### src/rtl/mc_control_fsm.sv
// Multi-cycle RV32 main controller: Moore FSM sequencing fetch/decode/execute/memory/writeback
// over a shared ALU and memory port, with memory-ready stalls and a global freeze.
module mc_control_fsm #(
  parameter int STATE_W = 4
) (
  input  logic               clk,
  input  logic               rstn,
  input  logic               en,
  input  logic [6:0]         op,
  input  logic               zero,
  input  logic               mem_ready,
  output logic               pc_we,
  output logic               adr_src,
  output logic               ir_write,
  output logic               reg_write,
  output logic               mem_write,
  output logic [1:0]         result_src,
  output logic [1:0]         alu_src_a,
  output logic [1:0]         alu_src_b,
  output logic [1:0]         alu_op,
  output logic [1:0]         imm_src,
  output logic               ext_en,
  output logic               illegal,
  output logic [STATE_W-1:0] state
);

  typedef enum logic [3:0] {
    FETCH    = 4'd0,
    DECODE   = 4'd1,
    MEMADR   = 4'd2,
    MEMREAD  = 4'd3,
    MEMWB    = 4'd4,
    MEMWRITE = 4'd5,
    EXECR    = 4'd6,
    ALUWB    = 4'd7,
    EXECI    = 4'd8,
    JAL      = 4'd9,
    BEQ      = 4'd10,
    TRAP     = 4'd11
  } state_t;

  localparam logic [6:0] OP_LOAD  = 7'b0000011;
  localparam logic [6:0] OP_STORE = 7'b0100011;
  localparam logic [6:0] OP_RTYPE = 7'b0110011;
  localparam logic [6:0] OP_ITYPE = 7'b0010011;
  localparam logic [6:0] OP_JAL   = 7'b1101111;
  localparam logic [6:0] OP_BEQ   = 7'b1100011;

  state_t      state_r;
  state_t      next_state_s;
  logic        pc_update_s, branch_s, adr_src_s, ir_write_s, reg_write_s, mem_write_s;
  logic        ext_en_s, illegal_s;
  logic [1:0]  result_src_s, alu_src_a_s, alu_src_b_s, alu_op_s, imm_src_s;

  // State register: synchronous reset wins over the enable freeze.
  always_ff @(posedge clk) begin
    if (!rstn) begin
      state_r <= FETCH;
    end else if (en) begin
      state_r <= next_state_s;
    end else begin
      state_r <= state_r;
    end
  end

  // Next-state logic and raw state-decoded controls.
  always_comb begin
    next_state_s = state_r;
    pc_update_s  = 1'b0;
    branch_s     = 1'b0;
    adr_src_s    = 1'b0;
    ir_write_s   = 1'b0;
    reg_write_s  = 1'b0;
    mem_write_s  = 1'b0;
    ext_en_s     = 1'b0;
    illegal_s    = 1'b0;
    result_src_s = 2'b00;
    alu_src_a_s  = 2'b00;
    alu_src_b_s  = 2'b00;
    alu_op_s     = 2'b00;
    imm_src_s    = 2'b00;
    case (state_r)
      FETCH: begin
        alu_src_b_s  = 2'b10;
        result_src_s = 2'b10;
        ir_write_s   = mem_ready;
        pc_update_s  = mem_ready;
        next_state_s = mem_ready ? DECODE : FETCH;
      end
      DECODE: begin
        alu_src_a_s = 2'b01;
        alu_src_b_s = 2'b01;
        ext_en_s    = 1'b1;
        imm_src_s   = (op == OP_JAL) ? 2'b11 : 2'b10;
        case (op)
          OP_LOAD, OP_STORE: next_state_s = MEMADR;
          OP_RTYPE:          next_state_s = EXECR;
          OP_ITYPE:          next_state_s = EXECI;
          OP_JAL:            next_state_s = JAL;
          OP_BEQ:            next_state_s = BEQ;
          default:           next_state_s = TRAP;
        endcase
      end
      MEMADR: begin
        alu_src_a_s  = 2'b10;
        alu_src_b_s  = 2'b01;
        ext_en_s     = 1'b1;
        imm_src_s    = (op == OP_STORE) ? 2'b01 : 2'b00;
        next_state_s = (op == OP_STORE) ? MEMWRITE : MEMREAD;
      end
      MEMREAD: begin
        adr_src_s    = 1'b1;
        next_state_s = mem_ready ? MEMWB : MEMREAD;
      end
      MEMWB: begin
        result_src_s = 2'b01;
        reg_write_s  = 1'b1;
        next_state_s = FETCH;
      end
      MEMWRITE: begin
        adr_src_s    = 1'b1;
        mem_write_s  = 1'b1;
        next_state_s = mem_ready ? FETCH : MEMWRITE;
      end
      EXECR: begin
        alu_src_a_s  = 2'b10;
        alu_op_s     = 2'b10;
        next_state_s = ALUWB;
      end
      EXECI: begin
        alu_src_a_s  = 2'b10;
        alu_src_b_s  = 2'b01;
        alu_op_s     = 2'b10;
        ext_en_s     = 1'b1;
        next_state_s = ALUWB;
      end
      ALUWB: begin
        reg_write_s  = 1'b1;
        next_state_s = FETCH;
      end
      JAL: begin
        alu_src_a_s  = 2'b01;
        alu_src_b_s  = 2'b10;
        pc_update_s  = 1'b1;
        next_state_s = ALUWB;
      end
      BEQ: begin
        alu_src_a_s  = 2'b10;
        alu_op_s     = 2'b01;
        branch_s     = 1'b1;
        next_state_s = FETCH;
      end
      TRAP: begin
        illegal_s    = 1'b1;
        next_state_s = TRAP;
      end
      default: begin
        next_state_s = FETCH;
      end
    endcase
  end

  // Output stage: reset blanks everything; a frozen cycle suppresses only the strobes.
  always_comb begin
    pc_we      = 1'b0;
    adr_src    = 1'b0;
    ir_write   = 1'b0;
    reg_write  = 1'b0;
    mem_write  = 1'b0;
    result_src = 2'b00;
    alu_src_a  = 2'b00;
    alu_src_b  = 2'b00;
    alu_op     = 2'b00;
    imm_src    = 2'b00;
    ext_en     = 1'b0;
    illegal    = 1'b0;
    state      = {STATE_W{1'b0}};
    if (rstn) begin
      pc_we      = en & (pc_update_s | (branch_s & zero));
      ir_write   = en & ir_write_s;
      reg_write  = en & reg_write_s;
      mem_write  = en & mem_write_s;
      adr_src    = adr_src_s;
      result_src = result_src_s;
      alu_src_a  = alu_src_a_s;
      alu_src_b  = alu_src_b_s;
      alu_op     = alu_op_s;
      imm_src    = imm_src_s;
      ext_en     = ext_en_s;
      illegal    = illegal_s;
      state      = STATE_W'(state_r);
    end else begin
      state      = {STATE_W{1'b0}};
    end
  end

endmodule

### config.mk
export PLATFORM = sky130hd
export DESIGN_NAME = mc_control_fsm
export DESIGN_NICKNAME = d
export VERILOG_FILES = /design/src/rtl/mc_control_fsm.sv
export SDC_FILE = /design/constraint.sdc
export NUM_CORES = 1
export LEC_CHECK = 0
export CORE_MARGIN = 2
export CORE_UTILIZATION = 30
export DETAILED_ROUTE_END_ITERATION = 8
export GPL_TIMING_DRIVEN = 0
export PLACE_DENSITY_LB_ADDON = 0.3
export SLEW_MARGIN = 5
export SYNTH_ARGS = -nofsm -noshare
export SYNTH_HDL_FRONTEND = slang
export SYNTH_SLANG_ARGS = --single-unit
### constraint.sdc
create_clock -name clk -period 2.05 [get_ports clk]
set_input_delay 0.615 -clock clk [delete_from_list [all_inputs] [get_ports clk]]
set_output_delay 0.615 -clock clk [all_outputs]
set_load 0.02 [all_outputs]
==> results.json <==
{
  "max_freq_mhz": 428,
  "seq_power_share_pct": 16.7,
  "crit_path_start_kind": "flop",
  "r2r_start": "state_r[2]$_SDFFE_PN0P_",
  "post-route-min-period_ps": 2330,
  "wl_um": 2570,
  "grt_pass1_wl_um": 4120,
  "coreArea_um2": 2000,
  "synth_nets": 118,
  "swShare_pct": 41.2,
  "comb_power_share_pct": 66.0,
  "htreeDepth": 1,
  "chipHeight_um": 50.6,
  "ant_nets": 0,
  "wl_per_cell_um": 14.5,
  "vias": 942,
  "switchingPower_mw": 0.241,
  "crit_type": "reg -> out",
  "gr-usage-all-layers_pct": 20.4,
  "rows": 16,
  "ys_top_cells_by_count": "11 x nand2_1, 11 x o21ai_0, 8 x inv_1, 8 x nor2_1, 7 x a21oi_1",
  "critPathRequiredTime_ps": 1430,
  "ys_dominant_reg_cell": "dfxtp_1",
  "finalMaxSlewViolations": 0,
  "r2r_cells": 6,
  "p_int_mw": 0.343,
  "finalSetupViolCount": 5,
  "overflow": 0,
  "synth_area_leader_cell": "dfxtp_1",
  "top_regs": "state_r x4",
  "synth_area_leaders": "dfxtp_1 12%, o21ai_0 8.4%, nand2_1 6.3%, and3_1 5.8%, nand2b_1 5.8%",
  "endpoint": "imm_src[0]",
  "drive_gt1_share_pct": 50.3,
  "clockPowerShare_pct": 17.3,
  "detail_route.iter0.violations": 25,
  "tightest_slew_ps": 382,
  "cts.sinks": 4,
  "leakage_nw": 0.602,
  "dp_hpwl_um": 1540,
  "synth_top_area_share_pct": 12.3,
  "diodes": 0,
  "fillers": 173,
  "holdBufCountCts": 0,
  "hold_depth": 3,
  "die_width_um": 50.6,
  "fin_nets": 165,
  "power.density_nw_per_um2": 453,
  "min_path_type": "reg -> reg",
  "setup.worst_path.end_class": "output pin",
  "clk_pin_slew_ps": 40,
  "syn_avg_cell_area_um2": 6.15,
  "max-cap-violations": 0,
  "violations": "negative setup slack",
  "gp_congestion": 0.814,
  "ioPinCount": 33,
  "max-vdd-ir-drop_mv": 0.380,
  "cts_buffers": 3,
  "route.detailed.drc": 0,
  "syn_area_um2": 652,
  "rsz0062_at_grt": "true",
  "antenna_found_initial": 0,
  "vias_per_cell": 5.29,
  "start_util_pct": 32.6,
  "yosys.cell_types.count": 36,
  "first_pass_iters": 4,
  "slew-limit-headroom_pct": 74.5,
  "status": "finished with violations",
  "timing.rr.end": "state_r[2]$_SDFFE_PN0P_",
  "cts-root-buf": "clkbuf_4",
  "r2r_setup_slack_ps": 430,
  "syn_to_final_growth_pct": 97.5,
  "synthArstFlopShare_pct": 0,
  "cts_tree": "done",
  "worstSkewPairLatency_ps": 240,
  "largest_reg_flops": 4,
  "finalClockSkew_ps": 4.89,
  "setup_ws_ps": -284,
  "top_register": "state_r",
  "synth-seq-cells": 4,
  "synth_edf_count": 0,
  "whs_ps": 744,
  "grt_max_degree": 11,
  "crit_arrival_ps": 1720,
  "ys_seq_area_share_pct": 12.3,
  "clockBufferDepth": 2,
  "finalCritPeriodShare_pct": 114,
  "portBuffers": 31,
  "hold_viol": 0,
  "synthCells": 106,
  "die_area_um2": 2560,
  "grt_pass1_vias": 934,
  "post-place-ws_ps": -1180,
  "synth_warnings": 0,
  "crit_fanout": 6,
  "final_util_pct": 64.3,
  "critPathLaunch": "state_r[3]$_SDFFE_PN0P_"
}
## timing repair
item / CTS / global route
endpoints found under the hold margin: 0 / 0
gates resized for setup: 120 / 44
pin swaps: 8 / 10
buffers inserted: 8 / 4
cloned: 1 / 0
setup endpoints to repair: 23 / 20
## metrics by stage
stage | power (mW) | setup TNS, ps | instances | instance area, µm²
floorplan | 0.284 | -211 | 106 | 711
global placement | 0.386 | -11140 | 164 | 1050
detailed placement | 0.390 | -11410 | 164 | 1050
CTS | 0.556 | -726 | 176 | 1240
global route | 0.621 | -848 | 178 | 1290
finish | 0.584 | -498 | 178 | 1290
## worst max-delay path: stages (launching register included)
cell and delay, ps:
dfxtp_4 350, nand2b_1 180, or2_4 270, or3_4 330, o21ai_2 60, and3_4 180
buf_6 110
## power groups by stage
stage | Clock [mW] | Combinational [mW] | Sequential [mW]
3_5_place_dp | 0 | 0.294 | 0.0961
3_3_place_gp | 0 | 0.290 | 0.0956
2_1_floorplan | 0 | 0.190 | 0.0930
5_1_grt | 0.111 | 0.412 | 0.0988
6_report | 0.101 | 0.385 | 0.0977
4_1_cts | 0.107 | 0.352 | 0.0966
## routing by layer
metal / wire length [µm] / up-vias / global-route usage (%)
met1: 1120 / 443 / 25.5
met4: 63 / 0 / 8.11
met3: 97 / 7 / 2.08
met5: 0 / - / 0
met2: 1300 / 27 / 35.5
li1: - / 465 / -
## cell usage in the layout (no fill, tap or decap), types with 5 or more instances in the layout
cell / instances
nand2_1: 8
inv_1: 8
buf_6: 8
buf_4: 15
nor2_1: 7
o21ai_0: 9
a21oi_1: 5
clkbuf_2: 7
buf_2: 6
## kinds of logic after synthesis
group	Yosys count	synth area share (%)
buffers and inverters	17	11.5
AND/OR/NAND/NOR	51	42.8
flip-flops	4	12.3
XOR/XNOR	4	5.38
AO/OA/AOI/OAI	30	28.0
## area by class of cell
| class | instances | area [µm²] | area share [%] |
|---|---|---|---|
| sequential | 4 | 87.6 | 6.80 |
| timing repair buffer | 44 | 379 | 29.4 |
| multi-input combinational | 85 | 653 | 50.7 |
| inverter | 8 | 30.0 | 2.33 |
| clock buffer | 3 | 22.5 | 1.75 |
| buffer | 7 | 81.3 | 6.32 |
| tap | 27 | 33.8 | 2.62 |
## how the worst min path moves through the flow
stage / to / from
detailed placement: state_r[3]$_SDFFE_PN0P_ / state_r[0]$_SDFFE_PN0P_
finish: state_r[3]$_SDFFE_PN0P_ / state_r[3]$_SDFFE_PN0P_
floorplan: state_r[3]$_SDFFE_PN0P_ / state_r[0]$_SDFFE_PN0P_
global route: state_r[3]$_SDFFE_PN0P_ / rstn
global placement: state_r[3]$_SDFFE_PN0P_ / state_r[0]$_SDFFE_PN0P_
CTS: state_r[3]$_SDFFE_PN0P_ / rstn
Note: power is estimated with default switching activity, not from simulation.
